[config.mk]
export PLATFORM = sky130hd
export DESIGN_NAME = playback_sequencer_flat
export DESIGN_NICKNAME = d
export VERILOG_FILES = /design/src/rtl/playback_sequencer_if.sv /design/src/rtl/playback_sequencer.sv /design/src/flat_wrapper.sv
export SDC_FILE = /design/constraint.sdc
export NUM_CORES = 1
export LEC_CHECK = 0
export CAP_MARGIN = 10
export CORE_ASPECT_RATIO = 1.1
export CORE_MARGIN = 4
export CORE_UTILIZATION = 48
export DETAILED_ROUTE_END_ITERATION = 10
export PLACE_DENSITY = 0.77
export SLEW_MARGIN = 30
export SYNTH_ARGS = -nofsm -noshare
export SYNTH_HDL_FRONTEND = slang
export SYNTH_SLANG_ARGS = --single-unit
[constraint.sdc]
create_clock -name clk -period 3.4 [get_ports clk]
set_input_delay 0.34 -clock clk [delete_from_list [all_inputs] [get_ports clk]]
set_output_delay 0.34 -clock clk [all_outputs]
set_load 0.1 [all_outputs]
[src/rtl/playback_sequencer_if.sv]
// Sample-memory read port: req/ack handshake carrying a word address out and one 8-bit sample back.
interface playback_sequencer_if #(
    parameter int unsigned ADDR_W = 23
);
    logic              mem_req;
    logic [ADDR_W-1:0] mem_addr;
    logic              mem_ack;
    logic [7:0]        mem_data;

    modport master (output mem_req, output mem_addr, input mem_ack, input mem_data);
    modport slave  (input mem_req, input mem_addr, output mem_ack, output mem_data);
endinterface

[src/rtl/playback_sequencer.sv]
// Plays one stored segment: fetches samples over the memory handshake and releases
// them at a programmable sample period taken from the speed control.
module playback_sequencer #(
    parameter int unsigned ADDR_W  = 23,
    parameter int unsigned MIN_DIV = 2,
    parameter int unsigned MAX_DIV = 65535
) (
    input  logic                 clk,
    input  logic                 reset_n,
    input  logic                 start,
    input  logic                 stop,
    input  logic [ADDR_W-1:0]    start_addr,
    input  logic [ADDR_W-1:0]    end_addr,
    input  logic [31:0]          div_val,
    playback_sequencer_if.master mem,
    output logic [7:0]           sample_out,
    output logic                 sample_valid,
    output logic                 busy,
    output logic                 done,
    output logic                 underrun
);
    localparam int unsigned CNT_W = 16;

    typedef enum logic [1:0] {ST_IDLE, ST_FETCH, ST_WAIT, ST_DONE} state_t;

    state_t            state_q, state_d;
    logic [ADDR_W-1:0] cur_q, cur_d, end_q, end_d;
    logic              single_q, single_d;
    logic [CNT_W-1:0]  div_q, div_d, cnt_q, cnt_d;
    logic [7:0]        buf_q, buf_d, out_d;
    logic              pend_q, pend_d, abort_q, abort_d, req_q, req_d;
    logic              valid_d, busy_d, done_d, under_d;
    logic              running, tick, ack, last, aborting;

    function automatic logic [CNT_W-1:0] clamp_div(input logic [31:0] v);
        if (v < 32'(MIN_DIV)) return CNT_W'(MIN_DIV);
        if (v > 32'(MAX_DIV)) return CNT_W'(MAX_DIV);
        return v[CNT_W-1:0];
    endfunction

    assign running  = (state_q == ST_FETCH) || (state_q == ST_WAIT);
    assign tick     = running && (cnt_q == div_q - CNT_W'(1));
    assign ack      = (state_q == ST_FETCH) && req_q && mem.mem_ack;
    assign last     = single_q || (cur_q == end_q);
    assign aborting = abort_q || stop;

    assign mem.mem_req  = req_q;
    assign mem.mem_addr = cur_q;

    // Next-state and next-output logic
    always_comb begin
        state_d  = state_q;
        cur_d    = cur_q;
        end_d    = end_q;
        single_d = single_q;
        div_d    = div_q;
        cnt_d    = cnt_q;
        buf_d    = buf_q;
        pend_d   = pend_q;
        abort_d  = abort_q;
        out_d    = sample_out;
        valid_d  = 1'b0;
        done_d   = 1'b0;
        under_d  = underrun;

        if (tick) begin
            cnt_d = '0;
            div_d = clamp_div(div_val);
        end else if (running) begin
            cnt_d = cnt_q + CNT_W'(1);
        end

        case (state_q)
            ST_IDLE: begin
                if (start) begin
                    state_d  = ST_FETCH;
                    cur_d    = start_addr;
                    end_d    = end_addr;
                    single_d = (end_addr < start_addr);
                    div_d    = clamp_div(div_val);
                    cnt_d    = '0;
                    under_d  = 1'b0;
                    pend_d   = 1'b0;
                    abort_d  = 1'b0;
                end
            end
            ST_FETCH: begin
                if (stop) abort_d = 1'b1;
                if (tick && !ack && !aborting) begin
                    under_d = 1'b1;
                    pend_d  = 1'b1;
                end
                if (ack) begin
                    pend_d = 1'b0;
                    if (aborting) begin
                        state_d = ST_DONE;
                    end else if (pend_q || tick) begin
                        // Late data goes straight out; the request drops for one cycle before the next fetch
                        out_d   = mem.mem_data;
                        valid_d = 1'b1;
                        if (last) begin
                            state_d = ST_DONE;
                            done_d  = 1'b1;
                        end else begin
                            cur_d = cur_q + ADDR_W'(1);
                        end
                    end else begin
                        buf_d   = mem.mem_data;
                        state_d = ST_WAIT;
                    end
                end
            end
            ST_WAIT: begin
                if (stop) begin
                    state_d = ST_DONE;
                    abort_d = 1'b1;
                end else if (tick) begin
                    out_d   = buf_q;
                    valid_d = 1'b1;
                    if (last) begin
                        state_d = ST_DONE;
                        done_d  = 1'b1;
                    end else begin
                        cur_d   = cur_q + ADDR_W'(1);
                        state_d = ST_FETCH;
                    end
                end
            end
            ST_DONE: begin
                // An aborted segment spends one extra cycle here to emit its done pulse
                if (abort_q) begin
                    done_d  = 1'b1;
                    abort_d = 1'b0;
                end else begin
                    state_d = ST_IDLE;
                end
            end
            default: state_d = ST_IDLE;
        endcase

        req_d  = (state_d == ST_FETCH) && !ack;
        busy_d = (state_d != ST_IDLE);
    end

    always_ff @(posedge clk or negedge reset_n) begin
        if (!reset_n) begin
            state_q      <= ST_IDLE;
            cur_q        <= '0;
            end_q        <= '0;
            single_q     <= 1'b0;
            div_q        <= '0;
            cnt_q        <= '0;
            buf_q        <= '0;
            pend_q       <= 1'b0;
            abort_q      <= 1'b0;
            req_q        <= 1'b0;
            sample_out   <= '0;
            sample_valid <= 1'b0;
            busy         <= 1'b0;
            done         <= 1'b0;
            underrun     <= 1'b0;
        end else begin
            state_q      <= state_d;
            cur_q        <= cur_d;
            end_q        <= end_d;
            single_q     <= single_d;
            div_q        <= div_d;
            cnt_q        <= cnt_d;
            buf_q        <= buf_d;
            pend_q       <= pend_d;
            abort_q      <= abort_d;
            req_q        <= req_d;
            sample_out   <= out_d;
            sample_valid <= valid_d;
            busy         <= busy_d;
            done         <= done_d;
            underrun     <= under_d;
        end
    end
endmodule

[src/flat_wrapper.sv]
// flat-port wrapper written by rule: the top's interface ports become plain ports
module playback_sequencer_flat 
#(
    parameter int unsigned ADDR_W  = 23,
    parameter int unsigned MIN_DIV = 2,
    parameter int unsigned MAX_DIV = 65535
)
  (clk, reset_n, start, stop, start_addr, end_addr, div_val, sample_out, sample_valid, busy, done, underrun, mem_mem_req, mem_mem_addr, mem_mem_ack, mem_mem_data);
  playback_sequencer_if #(.ADDR_W(ADDR_W)) mem_i ();
  input  logic clk;
  input  logic reset_n;
  input  logic start;
  input  logic stop;
  input  logic [ADDR_W-1:0] start_addr;
  input  logic [ADDR_W-1:0] end_addr;
  input  logic [31:0] div_val;
  output logic [7:0] sample_out;
  output logic sample_valid;
  output logic busy;
  output logic done;
  output logic underrun;
  output wire logic [$bits(mem_i.mem_req)-1:0] mem_mem_req;
  output wire logic [$bits(mem_i.mem_addr)-1:0] mem_mem_addr;
  input wire logic [$bits(mem_i.mem_ack)-1:0] mem_mem_ack;
  input wire logic [$bits(mem_i.mem_data)-1:0] mem_mem_data;
  assign mem_mem_req = mem_i.mem_req;
  assign mem_mem_addr = mem_i.mem_addr;
  assign mem_i.mem_ack = mem_mem_ack;
  assign mem_i.mem_data = mem_mem_data;
  playback_sequencer #(.ADDR_W(ADDR_W), .MIN_DIV(MIN_DIV), .MAX_DIV(MAX_DIV)) u_core (.clk(clk), .reset_n(reset_n), .start(start), .stop(stop), .start_addr(start_addr), .end_addr(end_addr), .div_val(div_val), .mem(mem_i), .sample_out(sample_out), .sample_valid(sample_valid), .busy(busy), .done(done), .underrun(underrun));
endmodule
==> results.md <==
* Nets at 966
* Number of global-route vias before repair at ~6.0k
* Post-synth top flop: dfrtp_1
* Clk slew on worst S/H paths at ~0.080 ns
* Setup-failing EPs final at 28
* First-pass GRT wire length at roughly 29,000 um
* Die area at approximately 15,000 sq um
* CP Launch Type: flip-flop
* Crit path cell chain: or4_4, or4_4, a211oi_2, nand4_1, a2111oi_4, nand2b_1, buf_6, a221oi_4, buf_12, mux2_4
* Final WS setup at -0.146 ns
* Post-Syn Area per Cell at a little over 9 sq um
* Skew final at ~0.011 ns
* Critical path origin: u_core.div_q[3]
* Starting density of the core at between 40% and 50%
* CTS tree: done
* Number of top-level pins at around 130
* HP Class: input port to async pin
* CP peak stage delay at about 0.58 ns
* CP max stage cell: or4_4
* FMAX at roughly 280 MHz
* Die height at roughly 130 um
* CTS max path bufs at 2
* Largest net degree at the start of global routing at 59
* Crit share post-route at 104%
* Ant. Diodes at 0
* Final Util at 67.5%
* Sequential-to-total area share from yosys stat at between 40% and 50%
* Async set or reset register ratio after synthesis at 100%
* Grt total ovfl at 0
* Largest delay contributor family on the critical path: simple AND/OR/NAND/NOR gates
* Synth Instances at slightly below 700
* R2R Path Start: u_core.div_q[3]
* Fin. max-slew vios at 0
* Initial DRC count at between 400 and 500
* TritonCTS Buffers at 9
* Hold-fix buffers, CTS at 0
* Final Total Pwr at between 8000 and 9000 uW
* Finished Layout Cells at 1,012
* RSZ-0062 raised after global routing: yes
* Worst slew pin tran at roughly 1 ns
* Crit Path Class: flip-flop to flip-flop
* Final Hold Violating Endpoints at 0
* Total Routed Length at roughly 19,000 um
* CTS root buffer: clkbuf_16
* Status: finished, violations left
* Via count at between 6k and 7k
* Port buffer count at 126
* Proportion of layout cells with a drive suffix above 1 at 17.9%
* Critical Path Sink Type: flip-flop
* Most frequent cells in the layout: clkdlybuf4s50_1, dfrtp_1, nor2_1, nand2_1, mux2_2
* Avg WL per Cell at 18.6 um
* CP Data Required Time at approximately 3.7 ns
* Core area at approximately 13,000 sq um
* Yosys top cell by area: dfrtp_1
* WP buf/inv at 2
* Arrival time worst endpoint at approximately 3.8 ns
* Yosys top cell area share at between 40% and 50%
* Total leakage power at about 0.0037 uW
* Cell area power density at between 900 and 1000 nW/um^2
* Yosys warnings at 0
* Crit path top cell by count: or4_4
* Tmin final at approximately 3.5 ns
* Ranking of synthesized cells by area: dfrtp_1, mux2_2, ha_1
* Post-synth EDFFs at 0
* Fin area at between 8000 and 9000 sq um
* DRC Markers at 0
* Synthesis-stage register bit count at 104
* Placed Area at roughly 8200 sq um
* Synth-to-layout area growth at 37.6%
* Worst IR Drop VDD at 0.568 mV
* Initial antenna violation count at 0
* Rows at 44
* Final HPWL DP at 13,000 um
* Failing checks: setup timing
* H-Tree Depth at 3
* Rel. slew slack at 32.6%
* Netlist cell types at 55
* GRT Total Usage at between 20% and 30%
* WHS at roughly 0.0081 ns
* Clk sinks at around 100
* Vias per inst at roughly 6.0
* Placed cells at between 900 and 1k
* Final ANT Viol Nets at 0
* CP max FO at 8
* TritonRoute pass-1 iters at 5
* Worst-skew pair later-pin latency at roughly 0.36 ns
* Maxcap violations at 0
* Die width at ~120 um
* Synthesized area at ~6500 sq um
* Commonest non-fill, non-tap cell in the layout: clkdlybuf4s50_1
* Syn Nets at roughly 800
* Placer Congestion at just under 0.9
==> metrics by stage <==
stage | TNS [ns] | setup slack [ns]
2_1_floorplan | -2.63 | -0.251
3_3_place_gp | -0.583 | -0.0727
3_5_place_dp | -1.60 | -0.143
4_1_cts | -0.693 | -0.0722
5_1_grt | -6.90 | -0.285
6_report | -2.66 | -0.146
==> repair_timing <==
action,4_1_cts,5_1_grt
resized for setup,6,37
setup endpoints to repair,20,40
buffers inserted,8,5
gates cloned,0,4
pin swaps,1,18
hold endpoints to repair,0,0
==> sequential cells by signal, indices dropped and copies added (netlist names) <==
signal,count
u_core.abort_q,1
u_core.buf_q,8
u_core.busy,1
u_core.cnt_q,16
u_core.div_q,16
u_core.done,1
u_core.end_q,23
u_core.mem.mem_addr,23
u_core.mem.mem_req,1
u_core.pend_q,1
u_core.sample_out,8
u_core.sample_valid,1
u_core.single_q,1
u_core.state_q,2
u_core.underrun,1
==> power breakdown <==
part	switching, uW	leakage, uW	internal, uW	total, uW
clock	500	0.000183	805	1310
combinational	2960	0.00235	1940	4900
sequential	426	0.00119	1640	2070
==> final cells by class <==
type / count / area [sq um]
timing repair buffer: 172 / 1760
tap: 161 / 201
multi-input combinational: 528 / 3870
sequential: 104 / 2600
fill: 998 / 4290
inverter: 31 / 116
clock buffer: 9 / 225
clock inverter: 7 / 149
==> worst register-to-register path, delay by kind of cell (launching register included) <==
family | cells | cell delay [ns]
buf+inv | 2 | 0.34
compound gates | 3 | 0.96
simple gates | 4 | 1.48
mux | 1 | 0.30
flops | 1 | 0.38
==> Yosys cell counts, drive strengths merged, types with 10 or more instances <==
cell type,instances
dfrtp,104
nor2,72
nand2,50
mux2,48
a21oi,37
nand3,33
xnor2,32
inv,30
ha,29
clkbuf,27
o21ai,23
xor2,21
nand4,18
and3,15
or4,15
nor4,12
nor3,11
nor2b,10
==> kinds of logic (layout without fill, tap and decap cells) <==
kind of cell             count (synthesis)  count (layout)  synth area share, %
AO/OA/AOI/OAI                          119             119                 12.5
buffers and inverters                   64             219                 3.76
flip-flops                             104             104                 40.1
multiplexers                            51              51                 8.80
XOR/XNOR                                53              53                 7.16
adder cells (fa/ha/maj)                 29              29                 5.60
AND/OR/NAND/NOR                        276             276                 22.1
==> final timing paths <==
kind | endpoint | slack [ns] | cells after the start
worst min-delay path | u_core.div_q[15] | 0.008 | 1
max in group asynchronous | u_core.cnt_q[7] | 2.66 | 2
worst min register to register | u_core.single_q | 0.50 | 1
worst max-delay path | u_core.sample_out[4] | -0.15 | 10
worst max register to register | u_core.sample_out[4] | -0.15 | 10
min in group clk | u_core.single_q | 0.50 | 1
==> per-layer routing <==
metal  global-route usage, %  share of wire (%)  up-vias  wire length, um
met4                    10.0                3.0        0              564
met2                    42.5                 52      236             9870
met1                    27.5                 39     2948             7400
li1                        -                  -     2813                -
met3                    3.64                5.2       52              980
met5                       0                  0        -                0
Note: power is estimated with default switching activity, not from simulation.
